<file path="config.mk">
export PLATFORM = sky130hd
export DESIGN_NAME = debounce_array
export DESIGN_NICKNAME = d
export VERILOG_FILES = /design/src/rtl/debounce_pkg.sv /design/src/rtl/debounce_ch.sv /design/src/rtl/debounce_array.sv
export SDC_FILE = /design/constraint.sdc
export NUM_CORES = 1
export LEC_CHECK = 0
export CORE_MARGIN = 3
export CORE_UTILIZATION = 60
export CTS_CLUSTER_DIAMETER = 60
export CTS_CLUSTER_SIZE = 40
export DETAILED_ROUTE_END_ITERATION = 8
export GPL_ROUTABILITY_DRIVEN = 0
export PLACE_DENSITY = 0.88
export SYNTH_ARGS = -nofsm -noshare
export SYNTH_HDL_FRONTEND = slang
export SYNTH_SLANG_ARGS = --single-unit
export TNS_END_PERCENT = 20
</file>
<file path="constraint.sdc">
create_clock -name clk -period 4.7 [get_ports clk]
set_clock_uncertainty 0.1 [all_clocks]
set_input_delay 0.94 -clock clk [delete_from_list [all_inputs] [get_ports clk]]
set_output_delay 0.94 -clock clk [all_outputs]
set_load 0.01 [all_outputs]
</file>
<file path="src/rtl/debounce_pkg.sv">
`default_nettype none
// ============================================================================
// Module   : debounce_pkg
// Brief    : Shared state encoding and default parameters for debounce_array.
// Revision : 1.0 - initial release
// ============================================================================
package debounce_pkg;

    typedef enum logic [1:0] {
        ST_RELEASED    = 2'd0,
        ST_PRESS_CHK   = 2'd1,
        ST_HELD        = 2'd2,
        ST_RELEASE_CHK = 2'd3
    } state_t;

    localparam int c_def_n_ch          = 4;
    localparam int c_def_stable_cycles = 25000000;
    localparam int c_def_long_cycles   = 50000000;

endpackage
`default_nettype wire

</file>
<file path="src/rtl/debounce_ch.sv">
`default_nettype none
// ============================================================================
// Module   : debounce_ch
// Brief    : One button channel: 2-flop sync, 4-state debounce FSM, pulses.
// Revision : 1.0 - initial release
// ============================================================================
module debounce_ch
    import debounce_pkg::*;
#(
    parameter int   STABLE_CYCLES = c_def_stable_cycles,
    parameter int   LONG_CYCLES   = c_def_long_cycles,
    parameter logic INV           = 1'b0
) (
    input  logic clk,
    input  logic rst_n,
    input  logic i_button,
    output logic o_level,
    output logic o_press_pulse,
    output logic o_release_pulse,
    output logic o_long_pulse
);

    localparam int c_STAB_W = (STABLE_CYCLES > 1) ? $clog2(STABLE_CYCLES) : 1;
    localparam int c_LONG_W = $clog2(LONG_CYCLES + 1);
    localparam logic [c_STAB_W-1:0] c_STAB_LAST = c_STAB_W'(STABLE_CYCLES - 1);
    localparam logic [c_LONG_W-1:0] c_LONG_MAX  = c_LONG_W'(LONG_CYCLES);

    logic                r_sync1;
    logic                r_sync;
    state_t              r_state;
    logic [c_STAB_W-1:0] r_stab;
    logic [c_LONG_W-1:0] r_long;
    logic                r_long_fired;
    logic                r_press;
    logic                r_release;
    logic                r_long_pulse;
    logic                w_held;

    // The press stays logically held through the release check window.
    assign w_held = (r_state == ST_HELD) || (r_state == ST_RELEASE_CHK);

    always_ff @(posedge clk or negedge rst_n) begin
        if (!rst_n) begin
            r_sync1      <= 1'b0;
            r_sync       <= 1'b0;
            r_state      <= ST_RELEASED;
            r_stab       <= '0;
            r_long       <= '0;
            r_long_fired <= 1'b0;
            r_press      <= 1'b0;
            r_release    <= 1'b0;
            r_long_pulse <= 1'b0;
        end else begin
            r_sync1      <= i_button ^ INV;
            r_sync       <= r_sync1;
            r_press      <= 1'b0;
            r_release    <= 1'b0;
            r_long_pulse <= 1'b0;

            if (w_held && (r_long == c_LONG_MAX) && !r_long_fired) begin
                r_long_pulse <= 1'b1;
                r_long_fired <= 1'b1;
            end
            if (w_held && (r_long != c_LONG_MAX)) begin
                r_long <= r_long + 1'b1;
            end

            case (r_state)
                ST_RELEASED: begin
                    if (r_sync) begin
                        r_state <= ST_PRESS_CHK;
                        r_stab  <= '0;
                    end
                end
                ST_PRESS_CHK: begin
                    if (!r_sync) begin
                        r_state <= ST_RELEASED;
                    end else if (r_stab == c_STAB_LAST) begin
                        r_state      <= ST_HELD;
                        r_long       <= '0;
                        r_long_fired <= 1'b0;
                        r_press      <= 1'b1;
                    end else begin
                        r_stab <= r_stab + 1'b1;
                    end
                end
                ST_HELD: begin
                    if (!r_sync) begin
                        r_state <= ST_RELEASE_CHK;
                        r_stab  <= '0;
                    end
                end
                ST_RELEASE_CHK: begin
                    if (r_sync) begin
                        r_state <= ST_HELD;
                    end else if (r_stab == c_STAB_LAST) begin
                        r_state   <= ST_RELEASED;
                        r_release <= 1'b1;
                    end else begin
                        r_stab <= r_stab + 1'b1;
                    end
                end
                default: r_state <= ST_RELEASED;
            endcase
        end
    end

    assign o_level         = w_held;
    assign o_press_pulse   = r_press;
    assign o_release_pulse = r_release;
    assign o_long_pulse    = r_long_pulse;

endmodule
`default_nettype wire

</file>
<file path="src/rtl/debounce_array.sv">
`default_nettype none
// ============================================================================
// Module   : debounce_array
// Brief    : N_CH independent debounced buttons with press/release/long pulses.
// Revision : 1.0 - initial release
// ============================================================================
module debounce_array
    import debounce_pkg::*;
#(
    parameter int              N_CH          = c_def_n_ch,
    parameter int              STABLE_CYCLES = c_def_stable_cycles,
    parameter int              LONG_CYCLES   = c_def_long_cycles,
    parameter logic [N_CH-1:0] INV_MASK      = '0
) (
    input  logic            clk,
    input  logic            rst_n,
    input  logic [N_CH-1:0] button,
    output logic [N_CH-1:0] level,
    output logic [N_CH-1:0] press_pulse,
    output logic [N_CH-1:0] release_pulse,
    output logic [N_CH-1:0] long_pulse
);

    generate
        if ((N_CH < 1) || (N_CH > 32)) begin : g_chk_n_ch
            $error("debounce_array: N_CH must be 1..32");
        end
        if (STABLE_CYCLES < 2) begin : g_chk_stable
            $error("debounce_array: STABLE_CYCLES must be >= 2");
        end
        if (LONG_CYCLES < 1) begin : g_chk_long
            $error("debounce_array: LONG_CYCLES must be >= 1");
        end
    endgenerate

    generate
        for (genvar i = 0; i < N_CH; i++) begin : g_ch
            debounce_ch #(
                .STABLE_CYCLES (STABLE_CYCLES),
                .LONG_CYCLES   (LONG_CYCLES),
                .INV           (INV_MASK[i])
            ) u_ch (
                .clk             (clk),
                .rst_n           (rst_n),
                .i_button        (button[i]),
                .o_level         (level[i]),
                .o_press_pulse   (press_pulse[i]),
                .o_release_pulse (release_pulse[i]),
                .o_long_pulse    (long_pulse[i])
            );
        end
    endgenerate

endmodule
`default_nettype wire

</file>
# ---- Yosys cells after proc, flatten, opt, wreduce, memory -nomap -nowiden
# Index checks and enable logic that the tools add are counted.
dict set report totals {
  input_bits 6
  wordCells 232
  n_memories 0
  romBits 0
  latch_bits 0
  mem_bits_rw 0
  regBits 236
}
dict set report op_classes {
  n_eq_ne 48
  n_reduce_logical 32
  bitwise 0
  div_mod_pow 0
  muxes 108
  addsub 8
  n_mul 0
  order_cmp 0
  n_shift 0
}
# op n
set op_table {}
lappend op_table {{25-bit two-way mux} 20}
lappend op_table {{26-bit two-way mux} 16}
lappend op_table {{25-bit case mux with 4 select lines} 4}
lappend op_table {{26-bit by 1-bit adder with 26-bit output, second input constant} 4}
lappend op_table {{26-bit equality test, second input constant} 4}
lappend op_table {{26-bit != test, second input constant} 4}
lappend op_table {{25-bit by 1-bit adder with 25-bit output, second input constant} 4}
lappend op_table {{25-bit equality test, second input constant} 4}
lappend op_table {{2-bit two-way mux} 24}
lappend op_table {{1-bit two-way mux} 40}
lappend op_table {{2-bit case mux with 4 select lines} 4}
lappend op_table {{4-bit AND reduction} 8}
lappend op_table {{2-bit equality test, second input constant} 8}
lappend op_table {{2-bit by 1-bit != test with 1-bit output, second input constant} 8}
lappend op_table {{2-bit != test, second input constant} 8}
lappend op_table {{1-bit logical AND} 12}
lappend op_table {{3-bit by 2-bit != test with 1-bit output, second input constant} 4}
lappend op_table {{3-bit != test, second input constant} 4}
lappend op_table {{2-bit by 1-bit equality test with 1-bit output, second input constant} 4}
lappend op_table {{2-bit logical NOT} 4}
lappend op_table {{1-bit logical NOT} 4}
lappend op_table {{1-bit logical OR} 4}

# ---- Longest topological paths before layout
# Gate-level depths: netlist (run 1).
dict set report logic_depth {
  depth_word 8
  mapped_depth 9
}

# ---- By module
# A second synthesis (run 1) with hierarchy kept.
dict set report hier_totals {
  cells_unflattened 1361
  hier_area_um2 12864.8
}
# module seq_area_each_um2 instances area_per_inst_um2 cells_per_inst
set by_module_without_submodules {}
lappend by_module_without_submodules {{debounce_ch (g_ch[0].u_ch ...)} 1476.4 3 3178.0 332}
lappend by_module_without_submodules {{debounce_ch (g_ch[3].u_ch)} 1476.4 1 3330.7 365}

# ---- Worst setup path before layout (run 1)
# Ideal clock, no wire load.
dict set report synth_timing {
  kind {register to register}
  start {reg g_ch[1].u_ch.r_stab[9]}
  end {reg g_ch[1].u_ch.r_long[15]}
  stages_incl_launch_ff 8
  period_less_slack_ns 2.192
  n_path_buf 2
  t_arrival_ns 1.962
  t_required_ns 4.470
  setup_slack_ns 2.508
  path_cell_list {dfrtp_1 -> or4bb_1 -> or4_1 -> nor3_1 -> and3b_1 -> buf_2 -> buf_4 -> a21oi_1}
}
dict set report synth_between {
  elab_chain_len 4
}
# item line
set synth_lines {}
lappend synth_lines {{start, declared} debounce_ch.sv:31} ;# logic [c_STAB_W-1:0] r_stab;
lappend synth_lines {{start signal, assigned} debounce_ch.sv:84} ;# r_stab <= r_stab + 1'b1;
lappend synth_lines {{start signal, assigned} debounce_ch.sv:100} ;# r_stab <= r_stab + 1'b1;
lappend synth_lines {{25-bit equality test} debounce_ch.sv:78} ;# end else if (r_stab == c_STAB_LAST) begin
lappend synth_lines {{26-bit two-way mux} debounce_ch.sv:78}
lappend synth_lines {{26-bit two-way mux} debounce_ch.sv:76} ;# if (!r_sync) begin
lappend synth_lines {{26-bit two-way mux} debounce_ch.sv:68} ;# case (r_state)
lappend synth_lines {{end signal, assigned} debounce_ch.sv:65} ;# r_long <= r_long + 1'b1;
lappend synth_lines {{end, declared} debounce_ch.sv:32} ;# logic [c_LONG_W-1:0] r_long;
# Every way passes these cells.
# A chain may end at the register's enable or synchronous reset.

==> results of run 1 <==
==> cell usage in the layout, fill, tap and decap left out, types with 40 or more instances in the layout <==
master and n:
dfrtp_1 236, o21ai_0 43, xnor2_1 47, xor2_1 63, or3_1 40, nor2_1 154, nand4_1 74, a21oi_1 63
nand2_1 103, nand3_1 78
==> layout make-up <==
class                           instances  area share (%)
Clock buffer                           23            3.89
Multi-Input combinational cell        992            45.2
Tap cell                              270            2.53
Inverter                               40            1.12
Sequential cell                       236            44.1
Timing Repair Buffer                   31            2.26
Clock inverter                          8           0.860
==> metal layers <==
| metal | GRT usage [%] | vias to the layer above | routed length, µm |
|---|---|---|---|
| li1 | - | 4831 | - |
| met1 | 32.2 | 5035 | 11500 |
| met2 | 38.8 | 306 | 12800 |
| met3 | 2.91 | 46 | 1250 |
| met4 | 5.67 | 0 | 538 |
| met5 | 0 | - | 0 |
==> power breakdown <==
group / total (µW) / switching, µW / internal [µW]
logic: 127 / 93.2 / 33.6
clock network: 1650 / 744 / 911
registers: 2080 / 32.3 / 2050
total: 3860 / 869 / 3000
==> per-stage QoR <==
stage / utilization [%] / instance area (µm²)
2_1_floorplan: - / 12500
3_5_place_dp: 62.8 / 12700
4_1_cts: 65.9 / 13400
3_3_place_gp: 62.8 / 12700
5_1_grt: 65.9 / 13400
6_report: 65.9 / 13400
==> kinds of logic after synthesis <==
group                      share of synthesized area [%]
DFF                                                 47.4
AOI/OAI and AO/OA                                   9.86
buffers and inverters                               4.07
xor gates and xnor gates                            7.74
adders and majority gates                           1.21
muxes                                               1.10
and+or+nand+nor                                     28.6
==> synth_stat cells (6+ instances only) <==
library cell  count  area [µm²]
o21ai_0          43         215
buf_4            21         158
nor4b_1          10        87.6
xor2_1           63         552
and2_1            7        43.8
nor3b_1           6        45.0
nand2b_1         10        62.6
ha_1             12         150
nand3_1          78         390
xnor2_1          47         412
buf_2            15        75.1
inv_1            39         146
and3_1           30         188
clkbuf_1         32         120
a21oi_1          63         315
dfrtp_1         236        5910
a21o_1            6        45.0
o31ai_1          26         195
nor4_1           33         206
and4_1           18         158
a31oi_1          11        68.8
nor2_1          154         578
mux2i_1           8        80.1
nand3b_1          7        52.6
nand2_1         103         387
nor3_1           26         130
o211ai_1         13        97.6
or4_1            39         293
a22o_1            6        52.6
or3_1            40         250
nand4_1          74         463
==> sequential cells by signal (all words and copies together), names as in the netlist, named ones only <==
| register | cells |
|---|---|
| g_ch.u_ch.r_long | 104 |
| g_ch.u_ch.r_stab | 100 |
| g_ch.u_ch.o_long_pulse | 4 |
| g_ch.u_ch.o_press_pulse | 4 |
| g_ch.u_ch.o_release_pulse | 4 |
| g_ch.u_ch.r_long_fired | 4 |
| g_ch.u_ch.r_state | 4 |
| g_ch.u_ch.r_sync | 4 |
| g_ch.u_ch.r_sync1 | 4 |
==> path summary, 6_finish.rpt <==
check	endpoint	slack, ns	cells after the start
setup / recovery	level[2]	1.76	1
hold reg to reg	g_ch[2].u_ch.r_sync	0.25	0
setup reg to reg	g_ch[1].u_ch.r_long[11]	1.85	6
max in group asynchronous	g_ch[3].u_ch.r_stab[9]	3.03	2
min in group asynchronous	g_ch[2].u_ch.r_long[8]	0.34	1
hold / removal	g_ch[2].u_ch.r_sync	0.25	0
==> impl_metrics.py, run 1 <==
metrics = {
    "outcome": {
        "status": "finished, final reports clean",
    },
    "logic_synthesis": {
        "synth.avg_cell_area_um2": 9.31,
        "ys_ff_latch": 236,
        "synth_area_um2": 12500,
        "async_flop_share_pct": 100,
        "synth_edf_count": 0,
        "ys.flop_type": "dfrtp_1",
        "seq_area_frac_synth_pct": 47.4,
        "syn_nets": 1355,
        "ys_warn_count": 0,
        "synthCells": 1337,
        "synth_cell_types": 59,
    },
    "layout": {
        "nFillCells": 1586,
        "multi_input_area_um2": 6050,
        "seqCellArea_um2": 5910,
        "nNetsFinal": 1337,
        "drive_gt1_share_pct": 4.96,
        "area_growth_pct": 7.42,
        "diodes": 0,
        "fin_cells": 1600,
    },
    "setup_path": {
        "arrival_ns": 1.90,
        "worst_setup_path_end_kind": "primary output",
        "start_kind": "flop",
        "path_cells": "clkdlybuf4s50_1",
        "cp_top_family": "flip-flops",
        "criticalPathCategory": "flop to primary output",
        "crit_required_ns": 3.66,
        "worst-path-buf-inv": 1,
        "r2r-start": "g_ch[1].u_ch.r_stab[0]",
        "slowest_delay_ns": 0.73,
        "worst_path_max_delay_cell": "dfrtp_1",
        "critPathMaxFanout": 18,
    },
    "timing": {
        "setup_viol": 0,
        "timing.final.crit_share_pct": 62.5,
        "relSlewSlack_pct": 20.2,
        "final_hold_viol_count": 0,
        "layout_min_cycle_time_ns": 2.94,
        "tightest_slew_ns": 1.19,
        "rsz0062_at_grt": "no",
        "layout_setup_ws_ns": 1.76,
        "hold_ws_ns": 0.252,
        "fmax_ghz": 0.341,
        "setup_tns_ns": 0,
        "drv_slew": 0,
    },
    "routing": {
        "routed_wl_um": 26200,
        "drt-pass1-iter-count": 5,
        "route.detailed.drc": 0,
        "vias": 10200,
        "antenna_left": 0,
        "drtIter0Drc": 909,
        "viasPerCell": 6.39,
        "wl_per_cell_um": 16.3,
    },
    "global_route": {
        "grt-ovfl-total": 0,
        "grt_usage_pct": 23.1,
        "grt_first_pass_wirelength_um": 44500,
        "grt_antenna_before_repair": 0,
        "grt_pass1_vias": 9492,
        "grt_max_degree": 97,
    },
    "power_and_ir_drop": {
        "total_power_uw": 3860,
        "vdd_drop_max_mv": 0.310,
        "leakage_uw": 0.00558,
        "power.density_nw_per_um2": 289,
    },
    "cts": {
        "cts_tree": "built",
        "cts_max_path_buffers": 3,
        "cts_htree_levels": 1,
        "clk_latency_ns": 0.50,
        "hold_buffers": 0,
        "cts_resized": 0,
        "numClockSinks": 236,
        "cts_setup_buffers": 0,
        "cts-root-buf": "clkbuf_16",
        "cts_inserted_buffers": 18,
        "path_clk_slew_ns": 0.07,
    },
    "floorplanning": {
        "rows": 52,
        "die_x_um": 150,
        "io_pins": 22,
        "start_util_pct": 61.3,
        "die_y_um": 150,
        "coreArea_um2": 20300,
        "die_area_um2": 22500,
    },
    "placed_design": {
        "dp.cells": 1569,
        "io_buffer_count": 21,
        "dp_slack_ns": 1.86,
        "place_hpwl_um": 17200,
    },
    "run": {
        "max_cap_viol_count": 0,
    },
    "worst_hold_path": {
        "hold_path.class": "flop to flop",
        "hp-start": "g_ch[2].u_ch.r_sync1",
    },
}
No activity file was read; power rests on OpenSTA's default activity.
==> run 2: changes to the inputs <==
Clock period 4.7 ns to 2.9 ns, I/O delays scaled along.
==> impl_metrics.py, run 2 (synthesis results as in run 1) <==
metrics = {
    "placed_design": {
        "place_hpwl_um": 17700,
        "dp_slack_ns": 0.411,
        "io_buffer_count": 21,
    },
    "timing": {
        "layout_min_cycle_time_ns": 2.55,
        "layout_setup_ws_ns": 0.345,
        "setup_tns_ns": 0,
        "fmax_ghz": 0.391,
        "rsz0062_at_grt": "no",
        "final_hold_viol_count": 0,
        "relSlewSlack_pct": 42.7,
        "hold_ws_ns": 0.256,
        "timing.final.crit_share_pct": 88.1,
        "tightest_slew_ns": 0.851,
        "setup_viol": 0,
        "drv_slew": 0,
    },
    "routing": {
        "vias": 10200,
        "wl_per_cell_um": 16.2,
        "wl_met2_um": 12800,
        "viasPerCell": 6.29,
        "dr.max_layer_used": "met4",
        "antenna_left": 0,
        "drt-pass1-iter-count": 6,
        "routed_wl_um": 26100,
        "drtIter0Drc": 825,
        "met3_length_um": 1170,
        "route.detailed.drc": 0,
        "met1_length_um": 11700,
    },
    "worst_hold_path": {
        "holdPathStages": 0,
        "hold_path.class": "flop to flop",
    },
    "global_route": {
        "grt_usage_pct": 23.4,
        "grt_antenna_before_repair": 0,
        "grt_max_degree": 61,
        "grt_first_pass_wirelength_um": 45100,
        "grt-ovfl-total": 0,
        "grt_pass1_vias": 9801,
    },
    "floorplanning": {
        "rows": 52,
        "coreArea_um2": 20300,
        "start_util_pct": 61.3,
        "die_x_um": 150,
        "die_area_um2": 22500,
        "die_y_um": 150,
        "io_pins": 22,
    },
    "setup_path": {
        "worst_path_max_delay_cell": "or4_1",
        "path_cells": "ha_1 > nand3_1 > or4_1 > nor3_1 > and3b_1 > buf_4 > nor2_1",
        "criticalPathCategory": "flop to flop",
        "slowest_delay_ns": 0.52,
        "start_kind": "flop",
        "worst_setup_path_end_kind": "flop",
        "critPathMaxFanout": 26,
        "arrival_ns": 2.82,
        "crit_required_ns": 3.16,
        "reg2reg_depth": 7,
    },
    "layout": {
        "final_common_cell": "dfrtp_1",
        "largest_reg_flops": 104,
        "nFillCells": 1560,
        "largestRegisters": "g_ch.u_ch.r_long (104), g_ch.u_ch.r_stab (100)",
        "area_growth_pct": 8.10,
        "drive_gt1_share_pct": 6.02,
        "nNetsFinal": 1353,
        "diodes": 0,
        "layout_common_cells": "dfrtp_1 (236), nor2_1 (154), nand2_1 (103)",
        "regMostFlops": "g_ch.u_ch.r_long",
    },
    "outcome": {
        "status": "finished, final reports clean",
    },
    "cts": {
        "path_clk_slew_ns": 0.09,
        "cts_resized": 0,
        "cts_tree": "built",
        "cts_htree_levels": 1,
        "clk_latency_ns": 0.49,
        "numClockSinks": 236,
        "hold_buffers": 1,
        "cts_setup_buffers": 0,
        "cts_max_path_buffers": 3,
        "cts_inserted_buffers": 16,
        "cts-root-buf": "clkbuf_16",
    },
    "run": {
        "max_cap_viol_count": 0,
    },
    "power_and_ir_drop": {
        "vdd_drop_max_mv": 0.414,
        "leakage_uw": 0.00565,
        "power.density_nw_per_um2": 449,
    },
}
## run 2: changes by cell type in the layout (fill, tap and decap cells not counted)
cell / before / now
clkinv_2: 1 / 2
bufinv_16: 2 / 1
clkinv_4: 0 / 1
dlygate4sd3_1: 0 / 1
clkbuf_1: 1 / 0
clkbuf_16: 19 / 17
buf_4: 9 / 24
inv_8: 0 / 2
inv_6: 3 / 1
buf_12: 1 / 3
clkbuf_8: 3 / 2
## run 2: layout make-up
type / instances / area, µm² / share of cell area (%)
Inverter: 40 / 150 / 1.12
Sequential cell: 236 / 5910 / 43.9
Clock buffer: 19 / 453 / 3.36
Tap cell: 270 / 338 / 2.51
Timing Repair Buffer: 49 / 465 / 3.46
Clock inverter: 9 / 104 / 0.771
Multi-Input combinational cell: 992 / 6050 / 44.9
## run 2: routing by layer
metal / GRT usage, % / up-vias
li1: - / 4846
met1: 32.7 / 4988
met2: 38.5 / 284
met3: 3.12 / 44
met4: 6.91 / 0
met5: 0 / -
## run 2: final timing paths
kind,start,slack (ns),endpoint
worst max-delay path,g_ch[1].u_ch.r_stab[0],0.35,g_ch[1].u_ch.r_long[3]
worst min-delay path,g_ch[2].u_ch.r_sync1,0.26,g_ch[2].u_ch.r_sync
worst max register to register,g_ch[1].u_ch.r_stab[0],0.35,g_ch[1].u_ch.r_long[3]
worst min register to register,g_ch[2].u_ch.r_sync1,0.26,g_ch[2].u_ch.r_sync
max in group asynchronous,rst_n,1.50,g_ch[1].u_ch.r_long[6]
min in group asynchronous,rst_n,0.50,g_ch[2].u_ch.r_long[8]
## run 2: metrics by stage
stage / util (%) / instance area (µm²) / std cells / power [µW]
finish: 66.3 / 13500 / 1615 / 6040
global route: 66.3 / 13500 / 1615 / 6250
CTS: 66.3 / 13500 / 1615 / 6080
detailed placement: 63.5 / 12900 / 1586 / 3660
global placement: 63.5 / 12900 / 1586 / 3650
floorplan: - / 12500 / 1337 / 3540
## run 2: critical path, delay by kind of cell, from the launching register on
family,cells,cell delay (ns)
and+or+nand+nor,5,1.36
adders and majority gates,1,0.23
buffers and inverters,1,0.29
DFF,1,0.43
## run 2: power breakdown
| group | leakage [µW] | total (µW) | switching [µW] | internal, µW |
|---|---|---|---|---|
| clock | 0.000274 | 2440 | 1190 | 1250 |
| combinational | 0.00211 | 220 | 153 | 66.1 |
| sequential | 0.00326 | 3380 | 52.4 | 3320 |
==> run 3: changes to the inputs <==
Settings changed: SYNTH_HIERARCHICAL set to 1.
==> impl_metrics.py, run 3 <==
metrics = {
    "run": {
        "max_cap_viol_count": 0,
    },
    "floorplanning": {
        "io_pins": 22,
        "rows": 52,
        "die_area_um2": 23200,
        "die_y_um": 152,
        "coreArea_um2": 20600,
        "die_x_um": 152,
        "start_util_pct": 62.4,
    },
    "timing": {
        "layout_min_cycle_time_ns": 2.66,
        "drv_slew": 0,
        "timing.final.crit_share_pct": 91.7,
        "fmax_ghz": 0.376,
        "final_hold_viol_count": 0,
        "setup_viol": 0,
        "relSlewSlack_pct": 45.3,
        "setup_tns_ns": 0,
        "rsz0062_at_grt": "no",
        "tightest_slew_ns": 0.813,
        "layout_setup_ws_ns": 0.242,
    },
    "global_route": {
        "grt_antenna_before_repair": 0,
        "grt_max_degree": 86,
        "grt-ovfl-total": 0,
        "grt_usage_pct": 24.1,
        "grt_first_pass_wirelength_um": 49100,
        "grt_pass1_vias": 10400,
    },
    "cts": {
        "cts_setup_buffers": 0,
        "cts_max_path_buffers": 3,
        "path_clk_slew_ns": 0.09,
        "cts-root-buf": "clkbuf_16",
        "cts_htree_levels": 1,
        "clk_latency_ns": 0.52,
        "numClockSinks": 236,
        "cts_tree": "built",
        "cts_inserted_buffers": 20,
    },
    "logic_synthesis": {
        "async_flop_share_pct": 100,
        "synth.top_cell.area_share_pct": 45.9,
        "seq_area_frac_synth_pct": 45.9,
        "yosysMostFrequentCell": "dfrtp_1",
        "ys_ff_latch": 236,
        "yosysTopAreaCell": "dfrtp_1",
        "synth_area_um2": 12900,
        "synth_common_cells": "dfrtp_1 (236), nand2_1 (152), nor2_1 (151), nand3_1 (103), nand4_1 (82)",
        "synth.avg_cell_area_um2": 9.45,
        "synth_cell_types": 65,
        "synth_edf_count": 0,
        "syn_nets": 1379,
        "synth_area_leaders": "dfrtp_1 (46%), nand2_1 (4.4%), nor2_1 (4.4%)",
        "ys_warn_count": 6,
        "synthCells": 1361,
        "ys.flop_type": "dfrtp_1",
    },
    "routing": {
        "routed_wl_um": 27600,
        "vias": 10400,
        "antenna_left": 0,
        "route.detailed.drc": 0,
        "viasPerCell": 6.32,
        "drtIter0Drc": 814,
        "wl_per_cell_um": 16.7,
        "drt-pass1-iter-count": 7,
    },
    "power_and_ir_drop": {
        "power_frac_seq_pct": 51.6,
        "intPower_uw": 4880,
        "total_power_uw": 6580,
        "swShare_pct": 25.9,
        "comb_power_share_pct": 4.0,
        "power_frac_clock_pct": 44.4,
        "vdd_drop_max_mv": 0.360,
        "leakage_uw": 0.00613,
        "power.density_nw_per_um2": 469,
        "p_sw_uw": 1710,
    },
    "setup_path": {
        "crit_required_ns": 2.22,
        "criticalPathCategory": "flop to primary output",
        "cp_top_family": "flip-flops",
        "critPathMaxFanout": 16,
        "slowest_delay_ns": 0.75,
        "worst-path-buf-inv": 1,
        "worst_setup_path_end_kind": "primary output",
        "start_kind": "flop",
        "arrival_ns": 1.98,
        "worst_path_max_delay_cell": "dfrtp_1",
        "path_cells": "clkdlybuf4s50_1",
    },
    "layout": {
        "fin_area_um2": 14000,
        "layout_common_cells": "dfrtp_1 (236), nand2_1 (152), nor2_1 (151)",
        "nFillCells": 1474,
        "largestRegisters": "g_ch.u_ch/r_long (104), g_ch.u_ch/r_stab (100)",
        "final_common_cell": "dfrtp_1",
        "regMostFlops": "g_ch.u_ch/r_long",
        "largest_reg_flops": 104,
        "diodes": 0,
        "drive_gt1_share_pct": 7.74,
        "area_growth_pct": 9.12,
        "nNetsFinal": 1386,
        "final_util_pct": 68.1,
    },
    "placed_design": {
        "placedInstanceArea_um2": 13300,
        "dp_slack_ns": 0.558,
        "io_buffer_count": 21,
        "place_hpwl_um": 18400,
    },
    "worst_hold_path": {
        "hold_path.class": "flop to flop",
    },
    "outcome": {
        "status": "finished, final reports clean",
    },
}
## run 3: changes by cell type after synthesis, sizes merged, moves of 9 or more
cell,previous run,this run
a21oi,63,20
nand3,78,104
nand2,103,158
o31ai,26,0
nor4bb,3,14
or4,39,21
o211ai,13,4
o21ai,46,55
and2,7,19
mux2i,8,32
or3,40,9
nand4,75,91
## run 3: power by group through the flow
stage	Sequential, µW	Combinational, µW	Clock, µW
after floorplan	3440	142	0
after global placement	3450	255	0
after detailed placement	3460	263	0
after CTS	3390	267	2990
after global routing	3410	300	3130
final	3390	263	2920
## run 3: per-layer routing
metal | global-route usage, % | share of wire (%) | wire length, µm
met4 | 6.62 | 2.2 | 606
met5 | 0 | 0 | 0
met2 | 40.8 | 50 | 13700
met1 | 33.2 | 43 | 12000
met3 | 2.87 | 4.6 | 1260
## run 3: logic make-up (layout without fill, tap and decap cells)
group	Yosys count	in the layout	synth area share, %
compound gates	132	132	6.47
xor+xnor	112	112	7.80
fa+ha+maj	12	12	1.17
buf+inv	97	118	3.68
flops	236	236	45.9
mux	35	35	2.75
simple gates	737	737	32.2
## run 3: stage by stage
stage | instances | hold WS (ns)
after floorplan | 1361 | 0.184
after global placement | 1615 | 0.232
after detailed placement | 1615 | 0.236
after CTS | 1652 | 0.256
after global routing | 1652 | 0.261
final | 1652 | 0.253
## run 3: path summary, 6_finish.rpt
| path | slack, ns | to | from | depth (start not counted) |
|---|---|---|---|---|
| worst min register to register | 0.25 | g_ch[1].u_ch/r_sync | g_ch[1].u_ch/r_sync1 | 0 |
| worst max register to register | 0.49 | g_ch[2].u_ch/r_stab[12] | flop | 4 |
| worst max-delay path | 0.24 | level[2] | flop | 1 |
| max in group asynchronous | 1.44 | g_ch[2].u_ch/r_long[14] | rst_n | 3 |
| min in group asynchronous | 0.53 | g_ch[1].u_ch/r_long[1] | rst_n | 2 |
| worst min-delay path | 0.25 | g_ch[1].u_ch/r_sync | g_ch[1].u_ch/r_sync1 | 0 |
## run 3: cell type report
type	instances	area, µm²	area share, %
clock buffer	21	526	3.74
clock inverter	15	200	1.43
inverter	38	143	1.02
multi-input combinational	1028	6490	46.2
sequential	236	5910	42.1
tap	270	338	2.41
timing repair buffer	44	440	3.14
## run 3: repair_timing
action                     CTS  global route
hold buffers                 1             0
gates resized for setup      0             0
setup endpoints to repair    0             0
hold endpoints to repair    31             0
